<file path="src/rtl/fpga_config_writer.sv">
// fpga_config_writer: serializes the active connection table into the binary
// image parsed by fpga_config_reader. The image is a 16-byte header
// {MAGIC, VERSION, count, timestamp} followed by one 40-byte record per connection.
// Words are 32-bit little-endian and go to consecutive byte addresses from BASE_ADDR.
//
// Ports:
//   clk, rst              clock, asynchronous active-high reset
//   start_write           run request, accepted in IDLE/DONE/ERR
//   cfg_connections       record count, latched on accept
//   cfg_timestamp         header word 3, latched on accept
//   busy, done            run in progress / sticky completion
//   write_error           sticky flag: count exceeded MAX_CONNECTIONS
//   words_written         accepted memory writes in the current run
//   mem_addr/wdata/we     registered write port, completes when mem_ready is high
//   mem_ready             write acceptance
//   src_req/src_index     table fetch request for one entry
//   src_ack, src_*        entry fields, valid on the ack cycle
module fpga_config_writer #(
  parameter int unsigned           MAX_CONNECTIONS = 64,
  parameter int unsigned           ADDR_WIDTH      = 32,
  parameter int unsigned           DATA_WIDTH      = 32,  // only 32 is supported
  parameter logic [ADDR_WIDTH-1:0] BASE_ADDR       = '0,
  parameter logic [31:0]           MAGIC           = 32'h46504741,
  parameter logic [31:0]           VERSION         = 32'h1
) (
  input  logic                  clk,
  input  logic                  rst,
  input  logic                  start_write,
  input  logic [31:0]           cfg_connections,
  input  logic [31:0]           cfg_timestamp,
  output logic                  busy,
  output logic                  done,
  output logic                  write_error,
  output logic [15:0]           words_written,
  output logic [ADDR_WIDTH-1:0] mem_addr,
  output logic [DATA_WIDTH-1:0] mem_wdata,
  output logic                  mem_we,
  input  logic                  mem_ready,
  output logic                  src_req,
  output logic [5:0]            src_index,
  input  logic                  src_ack,
  input  logic [31:0]           src_switch_id,
  input  logic [31:0]           src_host_id,
  input  logic [31:0]           src_my_ip,
  input  logic [31:0]           src_peer_ip,
  input  logic [15:0]           src_my_port,
  input  logic [15:0]           src_peer_port,
  input  logic [15:0]           src_my_qp,
  input  logic [15:0]           src_peer_qp,
  input  logic [47:0]           src_my_mac,
  input  logic [47:0]           src_peer_mac,
  input  logic                  src_up
);

  typedef enum logic [2:0] {StIdle, StHdr, StFetch, StRec, StDone, StErr} state_e;

  state_e                  state_q, state_d;
  logic [3:0]              word_q, word_d;    // word currently presented on the port
  logic [5:0]              idx_q, idx_d;
  logic [31:0]             count_q, count_d;
  logic [31:0]             ts_q, ts_d;
  logic [9:0][31:0]        rec_q, rec_d;      // record image captured on src_ack
  logic                    we_q, we_d;
  logic [ADDR_WIDTH-1:0]   addr_q, addr_d;
  logic [DATA_WIDTH-1:0]   wdata_q, wdata_d;
  logic                    req_q, req_d;
  logic                    done_q, done_d;
  logic                    err_q, err_d;
  logic [15:0]             words_q, words_d;

  logic [9:0][31:0]        src_img;
  logic [3:0][31:0]        hdr_img;
  logic [3:0]              next_w;
  logic [ADDR_WIDTH-1:0]   next_addr;
  logic                    wr_accept;

  // Record layout as stored in memory, one entry per 32-bit word.
  assign src_img[0] = src_switch_id;
  assign src_img[1] = src_host_id;
  assign src_img[2] = src_my_ip;
  assign src_img[3] = src_peer_ip;
  assign src_img[4] = {src_peer_port, src_my_port};
  assign src_img[5] = {src_peer_qp, src_my_qp};
  assign src_img[6] = src_my_mac[31:0];
  assign src_img[7] = {src_peer_mac[15:0], src_my_mac[47:32]};
  assign src_img[8] = src_peer_mac[47:16];
  assign src_img[9] = {31'b0, src_up};

  assign hdr_img[0] = MAGIC;
  assign hdr_img[1] = VERSION;
  assign hdr_img[2] = count_q;
  assign hdr_img[3] = ts_q;

  assign next_w    = word_q + 4'd1;
  // The image is contiguous, so every word lands 4 bytes after the previous one.
  assign next_addr = addr_q + ADDR_WIDTH'(4);
  assign wr_accept = we_q & mem_ready;

  always_comb begin
    state_d = state_q;
    word_d  = word_q;
    idx_d   = idx_q;
    count_d = count_q;
    ts_d    = ts_q;
    rec_d   = rec_q;
    we_d    = we_q;
    addr_d  = addr_q;
    wdata_d = wdata_q;
    req_d   = req_q;
    done_d  = done_q;
    err_d   = err_q;
    words_d = words_q;

    if (wr_accept) begin
      words_d = words_q + 16'd1;
    end

    unique case (state_q)
      StIdle, StDone, StErr: begin
        if (start_write) begin
          done_d  = 1'b0;
          err_d   = 1'b0;
          words_d = '0;
          count_d = cfg_connections;
          ts_d    = cfg_timestamp;
          idx_d   = '0;
          if (cfg_connections > MAX_CONNECTIONS) begin
            state_d = StErr;
            err_d   = 1'b1;
          end else begin
            state_d = StHdr;
            word_d  = '0;
            we_d    = 1'b1;
            addr_d  = BASE_ADDR;
            wdata_d = DATA_WIDTH'(MAGIC);
          end
        end
      end

      StHdr: begin
        if (wr_accept) begin
          if (word_q == 4'd3) begin
            we_d = 1'b0;
            if (count_q == 32'd0) begin
              state_d = StDone;
              done_d  = 1'b1;
            end else begin
              state_d = StFetch;
              req_d   = 1'b1;
              idx_d   = '0;
            end
          end else begin
            word_d  = next_w;
            addr_d  = next_addr;
            wdata_d = DATA_WIDTH'(hdr_img[next_w[1:0]]);
          end
        end
      end

      StFetch: begin
        if (req_q && src_ack) begin
          rec_d   = src_img;
          req_d   = 1'b0;
          word_d  = '0;
          state_d = StRec;
        end
      end

      StRec: begin
        if (!we_q) begin
          // First cycle after the fetch: present word 0 from the captured record.
          we_d    = 1'b1;
          addr_d  = next_addr;
          wdata_d = DATA_WIDTH'(rec_q[0]);
        end else if (mem_ready) begin
          if (word_q == 4'd9) begin
            we_d = 1'b0;
            if ({26'b0, idx_q} + 32'd1 == count_q) begin
              state_d = StDone;
              done_d  = 1'b1;
            end else begin
              idx_d   = idx_q + 6'd1;
              req_d   = 1'b1;
              state_d = StFetch;
            end
          end else begin
            word_d  = next_w;
            addr_d  = next_addr;
            wdata_d = DATA_WIDTH'(rec_q[next_w]);
          end
        end
      end

      default: state_d = StIdle;
    endcase
  end

  always_ff @(posedge clk or posedge rst) begin
    if (rst) begin
      state_q <= StIdle;
      word_q  <= '0;
      idx_q   <= '0;
      count_q <= '0;
      ts_q    <= '0;
      rec_q   <= '0;
      we_q    <= 1'b0;
      addr_q  <= '0;
      wdata_q <= '0;
      req_q   <= 1'b0;
      done_q  <= 1'b0;
      err_q   <= 1'b0;
      words_q <= '0;
    end else begin
      state_q <= state_d;
      word_q  <= word_d;
      idx_q   <= idx_d;
      count_q <= count_d;
      ts_q    <= ts_d;
      rec_q   <= rec_d;
      we_q    <= we_d;
      addr_q  <= addr_d;
      wdata_q <= wdata_d;
      req_q   <= req_d;
      done_q  <= done_d;
      err_q   <= err_d;
      words_q <= words_d;
    end
  end

  assign busy          = (state_q == StHdr) || (state_q == StFetch) || (state_q == StRec);
  assign done          = done_q;
  assign write_error   = err_q;
  assign words_written = words_q;
  assign mem_addr      = addr_q;
  assign mem_wdata     = wdata_q;
  assign mem_we        = we_q;
  assign src_req       = req_q;
  assign src_index     = idx_q;

endmodule

</file>
<file path="config.mk">
export PLATFORM = sky130hd
export DESIGN_NAME = fpga_config_writer
export DESIGN_NICKNAME = d
export VERILOG_FILES = /design/src/rtl/fpga_config_writer.sv
export SDC_FILE = /design/constraint.sdc
export NUM_CORES = 1
export LEC_CHECK = 0
export ABC_AREA = 1
export CAP_MARGIN = 0
export CORE_AREA = 8 8 217 219
export DETAILED_ROUTE_END_ITERATION = 12
export DIE_AREA = 0 0 225 227
export GPL_TIMING_DRIVEN = 1
export PLACE_DENSITY = 0.83
export SETUP_SLACK_MARGIN = 0.05
export SLEW_MARGIN = 0
export SYNTH_ARGS = -nofsm -noshare
export SYNTH_HDL_FRONTEND = slang
export SYNTH_SLANG_ARGS = --single-unit
</file>
<file path="constraint.sdc">
create_clock -name clk -period 18.2 [get_ports clk]
set_clock_uncertainty 0.2 [all_clocks]
set_input_delay 1.82 -clock clk [delete_from_list [all_inputs] [get_ports clk]]
set_output_delay 1.82 -clock clk [all_outputs]
set_load 0.02 [all_outputs]
</file>
# ---- Word level (Yosys, flattened, before mapping)
# Cells that the tools add are included.
dict set report op_classes {
  shifts 0
  mul 0
  div_mod_pow 0
  eq_ne 24
  bitwise_logic 1
  mux 79
  addsub 5
  n_lt_le_gt_ge 3
  n_reduce_logical 18
}
# cell n
set ops {}
lappend ops {{32-bit 2-to-1 mux} 16}
lappend ops {{32-bit one-hot mux with 3 select lines} 2}
lappend ops {{32-bit binary-select mux with 4-bit select} 1}
lappend ops {{32-bit binary-select mux with 2-bit select} 1}
lappend ops {{16-bit 2-to-1 mux} 3}
lappend ops {{6-bit 2-to-1 mux} 8}
lappend ops {{9-bit AND reduction} 4}
lappend ops {{32-bit by 3-bit adder with 32-bit output (second input constant)} 1}
lappend ops {{7-bit by 32-bit == test with 1-bit output} 1}
lappend ops {{32-bit by 7-bit greater-than comparator with 1-bit output (second input constant)} 1}
lappend ops {{32-bit zero test} 1}
lappend ops {{4-bit 2-to-1 mux} 8}
lappend ops {{3-bit 2-to-1 mux} 10}
lappend ops {{2-bit != test (second input constant)} 14}
lappend ops {{1-bit 2-to-1 mux} 24}
lappend ops {{6-bit one-hot mux with 3 select lines} 1}
lappend ops {{16-bit by 1-bit adder with 16-bit output (second input constant)} 1}
lappend ops {{4-bit one-hot mux with 4 select lines} 1}
lappend ops {{7-bit AND reduction} 2}
lappend ops {{3-bit one-hot mux with 4 select lines} 1}
lappend ops {{1-bit one-hot mux with 3 select lines} 3}
lappend ops {{6-bit by 1-bit adder with 7-bit output (second input constant)} 1}
lappend ops {{6-bit by 1-bit adder with 6-bit output (second input constant)} 1}
lappend ops {{3-bit by 2-bit == test with 1-bit output (second input constant)} 2}
lappend ops {{other kinds (17)} 22}
dict set report totals {
  output_inout_bits 91
  romBits 0
  wordCells 152
  register_bits 450
  memories 0
  ram_bits 0
  latch_bits 0
  input_bits 358
}

# ---- Longest topological paths before layout
# Gate-level depths: netlist (run 1).
dict set report logic_depth {
  depth_word 7
  mapped_depth 14
  mapped_depth_nobuf 14
}

# ---- Worst setup path before layout (run 1)
# Ideal clock, no wire load.
dict set report synth_timing {
  path_kind {input-to-reg}
  startpoint {input port mem_ready}
  endpoint {register wdata_q[10], in the netlist mem_wdata[10]}
  n_path_buf 1
  path_stages 11
  setup_ns 0.117
  setup_slack_ns 15.066
  t_required_ns 17.883
  arrival_time_ns 2.818
  path_cell_list {nand2_4 inv_4 o21ai_1 nand2_2 nand2_1 nor2_4 nand2_4 buf_2 a21oi_1 nand2_1 nand2_1}
}
dict set report synth_between {
  elab_chain_len 3
  word_cells_on_any_way 4
}
# element line
set synth_rtl {}
lappend synth_rtl {{from (decl)} 38} ;# input logic mem_ready,
lappend synth_rtl {{1-bit AND} 97} ;# assign wr_accept = we_q & mem_ready;
lappend synth_rtl {{2-bit != test (no source line)} n/a}
lappend synth_rtl {{7-bit AND reduction (no source line) *} n/a}
lappend synth_rtl {{to (signal assigned)} 222} ;# wdata_q <= wdata_d;
lappend synth_rtl {{to (decl)} 65} ;# logic [DATA_WIDTH-1:0] wdata_q, wdata_d;
# Mark *: on every way between the ends. The rest lies on a longest branch, timed or not.
# A chain may end at the register's enable or synchronous reset.

# ---- Final worst setup path (run 1)
dict set report layout_timing {
  startpoint {register state_q[2]}
  endpoint {output port busy}
}
dict set report layout_between {
  elab_chain_len 3
  word_cells_on_any_way 5
}
# element line
set layout_rtl {}
lappend layout_rtl {{from (decl)} 57} ;# state_e state_q, state_d;
lappend layout_rtl {{from (signal assigned)} 200} ;# state_q <= StIdle;
lappend layout_rtl {{from (signal assigned)} 214} ;# state_q <= state_d;
lappend layout_rtl {{3-bit by 1-bit == test with 1-bit output / 3-bit by 2-bit == test with 1-bit output (equally long branches)} 230} ;# assign busy = (state_q == StHdr) || (state_q == StFetch) || (state_q == StRec);
lappend layout_rtl {{1-bit logical OR} 230}
lappend layout_rtl {{1-bit logical OR *} 230}
lappend layout_rtl {{to (decl)} 31} ;# output logic busy,
# Marks and branches as above.

==> results of run 1 <==
## synth_stat cells (7+ instances only)
cell type	count	share of area
inv_1	215	0.036
o211ai_1	91	0.031
nand4_1	20	0.0056
buf_6	25	0.013
a21oi_1	129	0.029
buf_2	47	0.011
or2_2	18	0.0050
nor2_1	111	0.019
o21ai_0	202	0.045
o21ai_1	74	0.017
nand3_1	162	0.036
xor2_1	21	0.0082
dfrtp_1	448	0.50
mux2_2	150	0.076
nor3_1	16	0.0036
buf_4	18	0.0060
inv_2	7	0.0012
buf_1	12	0.0020
clkbuf_1	54	0.0091
nand2_1	744	0.12
## worst min-delay path by stage
stage | start | endpoint | slack (ns)
2_1_floorplan | ts_q[0] | ts_q[0] | 0.25
3_3_place_gp | ts_q[30] | ts_q[30] | 0.26
3_5_place_dp | ts_q[6] | ts_q[6] | 0.27
4_1_cts | ts_q[4] | ts_q[4] | 0.28
5_1_grt | ts_q[9] | ts_q[9] | 0.31
6_report | ts_q[7] | ts_q[7] | 0.28
## area by class of cell
class                   count  area (µm²)
diodes                      5        12.5
clock buffers              69        1400
clock inverters            18         185
fillers                  3568       15200
inverters                 226         861
multi-input cells        1790        9440
flip-flops and latches    448       11200
well taps                 592         741
repair buffers            458        4590
## kinds of logic (layout without fill, tap and decap cells)
| logic type | Yosys count | after routing | share of synthesized area |
|---|---|---|---|
| muxes | 150 | 150 | 0.0755 |
| adders and majority gates | 5 | 5 | 0.00280 |
| AOI/OAI and AO/OA | 498 | 498 | 0.122 |
| and+or+nand+nor | 1108 | 1108 | 0.209 |
| other | 1 | 7 | 0.000168 |
| DFF | 448 | 448 | 0.501 |
| xor gates and xnor gates | 27 | 27 | 0.0112 |
| buffers and inverters | 382 | 771 | 0.0784 |
## power groups by stage
| stage | logic [mW] | clock network, mW | registers [mW] |
|---|---|---|---|
| 2_1_floorplan | 0.0428 | 0 | 1.05 |
| 3_3_place_gp | 0.175 | 0 | 1.04 |
| 3_5_place_dp | 0.177 | 0 | 1.04 |
| 4_1_cts | 0.178 | 1.00 | 1.02 |
| 5_1_grt | 0.189 | 1.04 | 1.02 |
| 6_report | 0.177 | 0.990 | 1.02 |
## flip-flops by register name, summed over array words and instances, names as in the netlist
name and cells:
word_q 4, rec_q 289, mem_addr 30, write_error 1, src_index 6, ts_q 32, mem_wdata 32, mem_we 1
done 1, words_written 16, count_q 32, src_req 1, state_q 3
## stage by stage
stage                util  instances  total power, mW  cell area [µm²]
finish              0.652       3606             2.19            28400
global placement    0.615       3514             1.21            26800
CTS                 0.652       3601             2.20            28400
global route        0.652       3606             2.25            28400
detailed placement  0.615       3514             1.21            26800
floorplan               -       2620             1.09            22400
## routing by layer
layer | up-vias | routed length (µm) | GRT usage | share of wire
li1 | 9295 | - | - | -
met1 | 9754 | 31000 | 0.379 | 0.40
met2 | 844 | 36200 | 0.473 | 0.47
met3 | 193 | 6220 | 0.0651 | 0.081
met4 | 14 | 3280 | 0.129 | 0.043
met5 | - | 90 | 0 | 0.0012
## worst reg2reg max path, delay by kind of cell, from the launching register on
family / cells / cell delay, ns
and+or+nand+nor: 8 / 2.21
DFF: 1 / 0.42
AOI/OAI and AO/OA: 1 / 0.11
buffers and inverters: 3 / 1.08
==> run metrics, run 1 <==
status finished clean; Worst-Margin Slew 1.18 ns; area grow syn2layout 27.2%; 1st-iter DRT viols 2098; max-slew violation count 0; CTS tree yes; sequential power share 0.467; Critical Path AT 2.84 ns; Placement Setup Slack 13.17 ns; Clock Power Share 0.453; asr flop ratio synth 1.00; crit path max fanout 23; synthesized area 22400 µm²; RSZ-0062 raised after global routing false; final hold vios 0; WL/cell 21.3 µm; setup slack, reg-to-reg 14.11 ns; Crit path buffers/inverters 4; largest delay contributor family on the critical path buffers and inverters; Critical Path Max Stage Delay 0.62 ns; NumNets Final 3335; Yosys warning count 0; die height 227 µm; Top Ports 449; TritonRoute pass-1 iters 6; total of max-cap violations 0; first-pass GRT wire length 116 mm; GPL Wtd Cong 0.960; via count of the first global-routing pass 20100; grt ovf 0; Most used DFF post-synth dfrtp_1; setup_tns 0 ns; Vias 20100; CTS Buf Count 48; FF-to-FF End mem_addr[5]; worst-skew pair later-pin latency 0.60 ns; # DRC 0; Clock Sinks 448; setup repair bufs after CTS 0; WHS 0.282 ns; CP Data Required Time 16.18 ns; Tmin final 4.86 ns; Synth Register Bits 448; Worst path slowest cell clkdlybuf4s50_1; total wire length 76.8 mm; Die Width 225 µm; Top cell by count, worst path inv_2; Hold Crit Depth 2; net switching power 0.507 mW; Worst-path clk slew 0.06 ns; initial antenna violation count 12; Levels on crit path 6; CTS H-tree depth 2; CP Launch Type flip-flop; CTS root buf clkbuf_16; Critical Path Sink Type primary output; full die area 51100 µm²; setup violators final 0; Initial Util 0.512; kind of critical path flip-flop to primary output; HP Class flip-flop to flip-flop; sw frac 0.232; pwr/cell area 76.9 nW/µm²; Worst R2R Start state_q[2]; register area share after synthesis 0.501; most frequent cells in the layout nand2_1 (744), dfrtp_1 (447), clkdlybuf4s50_1 (446); Leakage 13.4 nW; relative slew slack 0.209; path depth of the worst reg2reg path 12; post-CTS sizing 0; commonest non-fill, non-tap cell in the layout nand2_1; Global Route Usage Sum 0.293; clock buffer depth 3; worst vdd ir 0.0583 mV; share of layout cells above drive strength 1 0.0994; Cell Int Power 1.68 mW; Final WS setup 13.34 ns; post-DP HPWL 55.5 mm; vias per std cell 5.57; Hold-fix buffers, CTS 0; Synth Area per Inst 8.54 µm²; Yosys cell types 41; CP cell instances inv_2 > nand2_2 > inv_2 > nor2_1 > inv_1 > clkdlybuf4s50_1; core area 43600 µm²; post-route ant nets 0; Port Buffers 446; placement row count 77; Logic pwr share 0.081; worst setup path endpoint busy; maximum number of pins on one net before global-route repair 256; Post-synth EDFFs 0; maximum clock frequency 206 MHz; synthesized instance count 2619; final worst-path cycle share 0.267; CP startpoint state_q[2]
No activity file was read; power rests on OpenSTA's default activity.
==> inputs of run 2 (changes only) <==
Settings changed: CORE_AREA 8 8 217 219 to 8 8 228 230, DIE_AREA 0 0 225 227 to 0 0 236 238, PLACE_DENSITY 0.83 to 0.79.
Clock period 18.2 ns to 4.4 ns, I/O delays scaled along.
==> run 2 against run 1 <==
Utilization fell by 5.5 points. Clock power rose to 4.4 times the previous value. Routed wire length is 8.2% higher. Sequential share of layout area decreased by 0.55 points. Non-clock buffer count rose by 21. Combinational power increased to 4.3 times the previous value.
==> run metrics, run 2 (synthesis results as in run 1) <==
kind of critical path flip-flop to primary output; CTS H-tree depth 2 (unchanged); Critical Path AT 2.81 ns (-0.03 ns); worst-skew pair later-pin latency 0.59 ns (about the same); final hold vios 0 (unchanged); # DRC 0 (unchanged); CTS root buf clkbuf_16; total of max-cap violations 0 (unchanged); WL/cell 22.7 µm (+6.5%); Global Route Usage Sum 0.287 (-0.00649); vias per std cell 5.60 (+0.41%); Critical Path Sink Type primary output; die height 238 µm (+4.8%); FF-to-FF End mem_addr[5]; first-pass GRT wire length 125 mm (+7.3%); CP Launch Type flip-flop; relative slew slack 0.285 (+0.0763); HP Class input port to asynchronous set/reset pin; TritonRoute pass-1 iters 6 (unchanged); maximum number of pins on one net before global-route repair 199 (-22%); Worst-path clk slew 0.06 ns (about the same); Largest Register rec_q; path depth of the worst reg2reg path 12 (unchanged); RSZ-0062 raised after global routing false; Port Buffers 446 (unchanged); status finished clean; post-CTS sizing 0 (unchanged); crit path max fanout 21 (-8.7%); Final Util 0.597 (-0.0550); total wire length 83.1 mm (+8.2%); final worst-path cycle share 0.784; commonest non-fill, non-tap cell in the layout nand2_1; number of flip-flops in the largest register 289 (unchanged); Initial Util 0.463 (-0.0498); post-route ant nets 0 (unchanged); setup slack, reg-to-reg 1.27 ns (-12.84 ns); Total Power 9.31 mW (+330%); Top Ports 449 (unchanged); CTS tree yes; Clock Sinks 448 (unchanged); Worst-Margin Slew 1.06 ns (-0.118 ns); CTS Buf Count 49 (+2.1%); core area 48300 µm² (+11%); pwr/cell area 323 nW/µm² (+320%); placement row count 81 (+5.2%); via count of the first global-routing pass 20300 (+1.1%); maximum clock frequency 290 MHz; share of layout cells above drive strength 1 0.108 (+0.00815); initial antenna violation count 10 (-2); setup violators final 0 (unchanged); Worst R2R Start state_q[2]; area grow syn2layout 29.0%; cell count after placement 3565 (+1.5%); max-slew violation count 0 (unchanged); Die Width 236 µm (+4.9%); non-filler cells, final 3663 (+1.6%); fillers 4127 (+16%); full die area 56200 µm² (+10%); Vias 20500 (+2.0%); Leakage 13.6 nW (+1.2%); worst vdd ir 0.316 mV (+440%); Tmin final 3.45 ns; CP Data Required Time 3.76 ns (-12.42 ns); post-DP HPWL 62.1 mm (+12%); setup_tns 0 ns (unchanged); GPL Wtd Cong 0.937 (-2.4%); grt ovf 0 (unchanged); clock buffer depth 3 (unchanged); most frequent cells in the layout nand2_1 (744), dfrtp_1 (447), clkdlybuf4s50_1 (446); setup repair bufs after CTS 0 (unchanged); Hold-fix buffers, CTS 0 (unchanged); 1st-iter DRT viols 2269 (+8.2%); NumNets Final 3357 (+0.66%)
run 2: cell types whose count changed in the layout (fill, tap and decap cells not counted), moves of 4 or more:
cell	change
buf_4	+13
buf_12	+8
clkbuf_8	-6
clkbuf_1	-5
clkinv_4	+4
clkinvlp_4	+4
diode_2	+4
run 2: through the flow:
step	hold slack (ns)	area (µm²)	setup WS, ns
CTS	0.155	28800	0.970
floorplan	0.249	22400	-2.30
finish	0.160	28900	0.949
global placement	0.265	27100	1.16
detailed placement	0.265	27100	1.12
global route	0.182	28800	0.843
run 2: worst max-delay path: stages (launching register included):
cell and delay, ns:
dfrtp_1 0.43, inv_2 0.07, nand2_2 0.31, inv_2 0.26, buf_4 0.33, nor2_1 0.14
inv_1 0.08, clkdlybuf4s50_1 0.60
run 2: report_power, final:
group          leakage [nW]  switching (mW)  internal (mW)
clock network         0.822            1.78           2.55
registers              5.35          0.0644           4.16
logic                  7.43           0.350          0.405
total                  13.6            2.20           7.11
run 2: how the worst max path moves through the flow:
| stage | endpoint | start | slack, ns |
|---|---|---|---|
| 3_3_place_gp | mem_addr[3] | cfg_connections[10] | 1.16 |
| 2_1_floorplan | count_q[0] | rst | -2.30 |
| 6_report | busy | state_q[2] | 0.95 |
| 5_1_grt | busy | state_q[2] | 0.84 |
| 4_1_cts | busy | state_q[2] | 0.97 |
| 3_5_place_dp | mem_addr[5] | cfg_connections[10] | 1.12 |
run 2: cell type report:
cell class | instances | area (µm²) | share of cell area
clock buffers | 60 | 1350 | 0.0468
repair buffers | 479 | 4850 | 0.168
well taps | 622 | 778 | 0.0270
diodes | 9 | 22.5 | 0.000781
clock inverters | 29 | 334 | 0.0116
flip-flops and latches | 448 | 11200 | 0.389
inverters | 226 | 857 | 0.0297
multi-input cells | 1790 | 9450 | 0.327
run 2: routing by layer:
layer / GRT usage / routed length (µm)
met5: 0 / 0
met4: 0.152 / 4790
met3: 0.0524 / 6470
met2: 0.442 / 37300
met1: 0.384 / 34500
==> inputs of run 3 (changes only) <==
Clock period 4.4 ns to 3 ns, I/O delays scaled along.
==> run 3 against run 2 <==
Critical path depth grew 3. Sequential cell count is the same. Highest routed layer is now met5. Design area grew 1.9%. Routed wire length grew 1.1%. Critical endpoint is now mem_wdata[2]. Hold slack lost 0.13 ns. First-iteration DRC count grew 2.3%. Die area is the same. Combinational power grew 47%. Clock power grew 61%. Largest power group unchanged. Sequential share of layout area shrank 0.70 points.
==> run metrics, run 3 (synthesis results as in run 1) <==
fillers 4086 (-0.99%); commonest non-fill, non-tap cell in the layout nand2_1; Worst Hold Path EP ts_q[13]; first-pass GRT wire length 125 mm (+0.57%); full die area 56200 µm² (unchanged); Worst-path clk slew 0.06 ns (about the same); vias per std cell 5.57 (-0.47%); total wire length 84.0 mm (+1.1%); crit path max fanout 108 (+410%); non-filler cells, final 3697 (+0.93%); CP Launch Type flip-flop; Initial Util 0.463 (unchanged); HP Class input port to flip-flop; pwr/cell area 486 nW/µm² (+51%); RSZ-0062 raised after global routing false; grt ovf 0 (unchanged); most frequent cells in the layout nand2_1 (744), dfrtp_1 (446), clkdlybuf4s50_1 (445); CTS H-tree depth 2 (unchanged); setup_tns 0 ns (unchanged); worst hold start cfg_timestamp[13]; clock buffer depth 3 (unchanged); initial antenna violation count 15 (+5); DP Area 27400 µm² (+1.1%); CTS root buf clkbuf_16; Die Width 236 µm (unchanged); Critical Path AT 3.02 ns (+0.21 ns); die height 238 µm (unchanged); placement row count 81 (unchanged); CP startpoint word_q[0]; post-DP HPWL 63.0 mm (+1.5%); # DRC 0 (unchanged); TritonRoute pass-1 iters 5 (-1); WL/cell 22.7 µm (+0.13%); Tmin final 2.69 ns; CTS tree yes; status finished clean; maximum clock frequency 372 MHz; worst-skew pair later-pin latency 0.60 ns (about the same); Hold Crit Depth 3; Worst path slowest cell nor3_4; setup repair bufs after CTS 0 (unchanged); max-slew violation count 0 (unchanged); Clock Sinks 448 (unchanged); CP cell instances buf_12 > nand3_1 > xor2_4 > nor3_4 > nand2_1 > nand3_1 > nand2_1 > nand2_1 > nand2_1 > nand2_1; Largest Register rec_q; Port Buffers 446 (unchanged); FF-to-FF End mem_wdata[2]; number of flip-flops in the largest register 289 (unchanged); 1st-iter DRT viols 2321 (+2.3%); Global Route Usage Sum 0.288 (+0.00139); path depth of the worst reg2reg path 10 (-2); GPL Wtd Cong 0.939 (+0.25%); CP Data Required Time 3.33 ns (-0.43 ns); Top Ports 449 (unchanged); final worst-path cycle share 0.897; Worst-Margin Slew 0.888 ns (-0.173 ns); Total Power 14.3 mW (+54%); total of max-cap violations 0 (unchanged); Layout Cell Area excl Fill 29400 µm² (+1.9%); cell count after placement 3589 (+0.67%); post-route ant nets 0 (unchanged); CTS Buf Count 50 (+2.0%); Leakage 13.9 nW (+1.9%); area grow syn2layout 31.4%; via count of the first global-routing pass 20600 (+1.1%); NumNets Final 3384 (+0.80%); Vias 20600 (+0.45%); Top cell by count, worst path nand2_1; relative slew slack 0.402 (+0.117); worst vdd ir 0.488 mV (+54%); setup violators final 0 (unchanged); final hold vios 0 (unchanged); maximum number of pins on one net before global-route repair 154 (-23%); setup slack, reg-to-reg 0.31 ns (-0.96 ns); Critical Path Sink Type flip-flop; core area 48300 µm² (unchanged); kind of critical path flip-flop to flip-flop; Critical Path Max Stage Delay 0.59 ns (about the same); share of layout cells above drive strength 1 0.116 (+0.00846); Worst R2R Start word_q[0]
==> run 3: cell types whose count changed in the layout (fill, tap and decap cells not counted), sizes merged <==
cell | previous run | this run
buf | 33 | 57
clkinv | 18 | 13
diode | 9 | 14
dlygate4sd2 | 0 | 1
clkbuf | 60 | 70
bufinv | 6 | 10
nor3 | 22 | 23
dlygate4sd3 | 0 | 1
inv | 225 | 222
clkinvlp | 6 | 3
clkdlybuf4s50 | 446 | 445
==> run 3: critical path: cells and delay by family, from the launching register on <==
kind	cells	cell delay, ns
flip-flops	1	0.49
buffers and inverters	1	0.32
XOR/XNOR	1	0.25
AND/OR/NAND/NOR	8	1.37
==> run 3: power by group <==
part           switching, mW  internal (mW)  leakage (nW)
logic                  0.511          0.601          7.58
registers             0.0966           6.10          5.35
clock network           2.62           4.36         0.927
total                   3.22           11.1          13.9
==> run 3: how the worst max path moves through the flow <==
stage	end	slack, ns	cells after the start
after CTS	mem_wdata[2]	0.08	10
after floorplan	count_q[0]	-3.56	1
final	mem_wdata[2]	0.31	10
after global routing	mem_wdata[2]	0.14	10
after global placement	mem_wdata[29]	0.27	10
after detailed placement	mem_wdata[2]	0.1	10
==> run 3: routing by layer <==
layer	vias up	part of all wire	GRT usage
met2	949	0.46	0.457
li1	9393	-	-
met1	10100	0.41	0.380
met5	-	0.00019	0
met3	200	0.076	0.0505
met4	2	0.050	0.144
==> run 3: timing repair <==
item	in CTS	in global routing
endpoints found under the setup margin	1	14
gates cloned	0	1
gates resized for setup	3	1
pin swaps	0	1
endpoints found under the hold margin	7	0
hold buffers	1	0
==> run 3: final cells by class <==
class	instances	area (µm²)	share of cell area
Sequential cell	448	11200	0.382
Multi-Input combinational cell	1791	9460	0.322
Timing Repair Buffer	504	5150	0.175
Clock buffer	70	1510	0.0514
Inverter	226	857	0.0292
Tap cell	622	778	0.0265
Clock inverter	22	373	0.0127
Antenna cell	14	35.0	0.00119
==> run 3: per-stage QoR <==
stage | utilization | setup WS (ns) | hold WS, ns
6_report | 0.608 | 0.310 | 0.0343
2_1_floorplan | - | -3.56 | 0.184
5_1_grt | 0.608 | 0.138 | 0.0324
4_1_cts | 0.607 | 0.0775 | 0.00929
3_5_place_dp | 0.568 | 0.0972 | 0.268
3_3_place_gp | 0.568 | 0.270 | 0.264
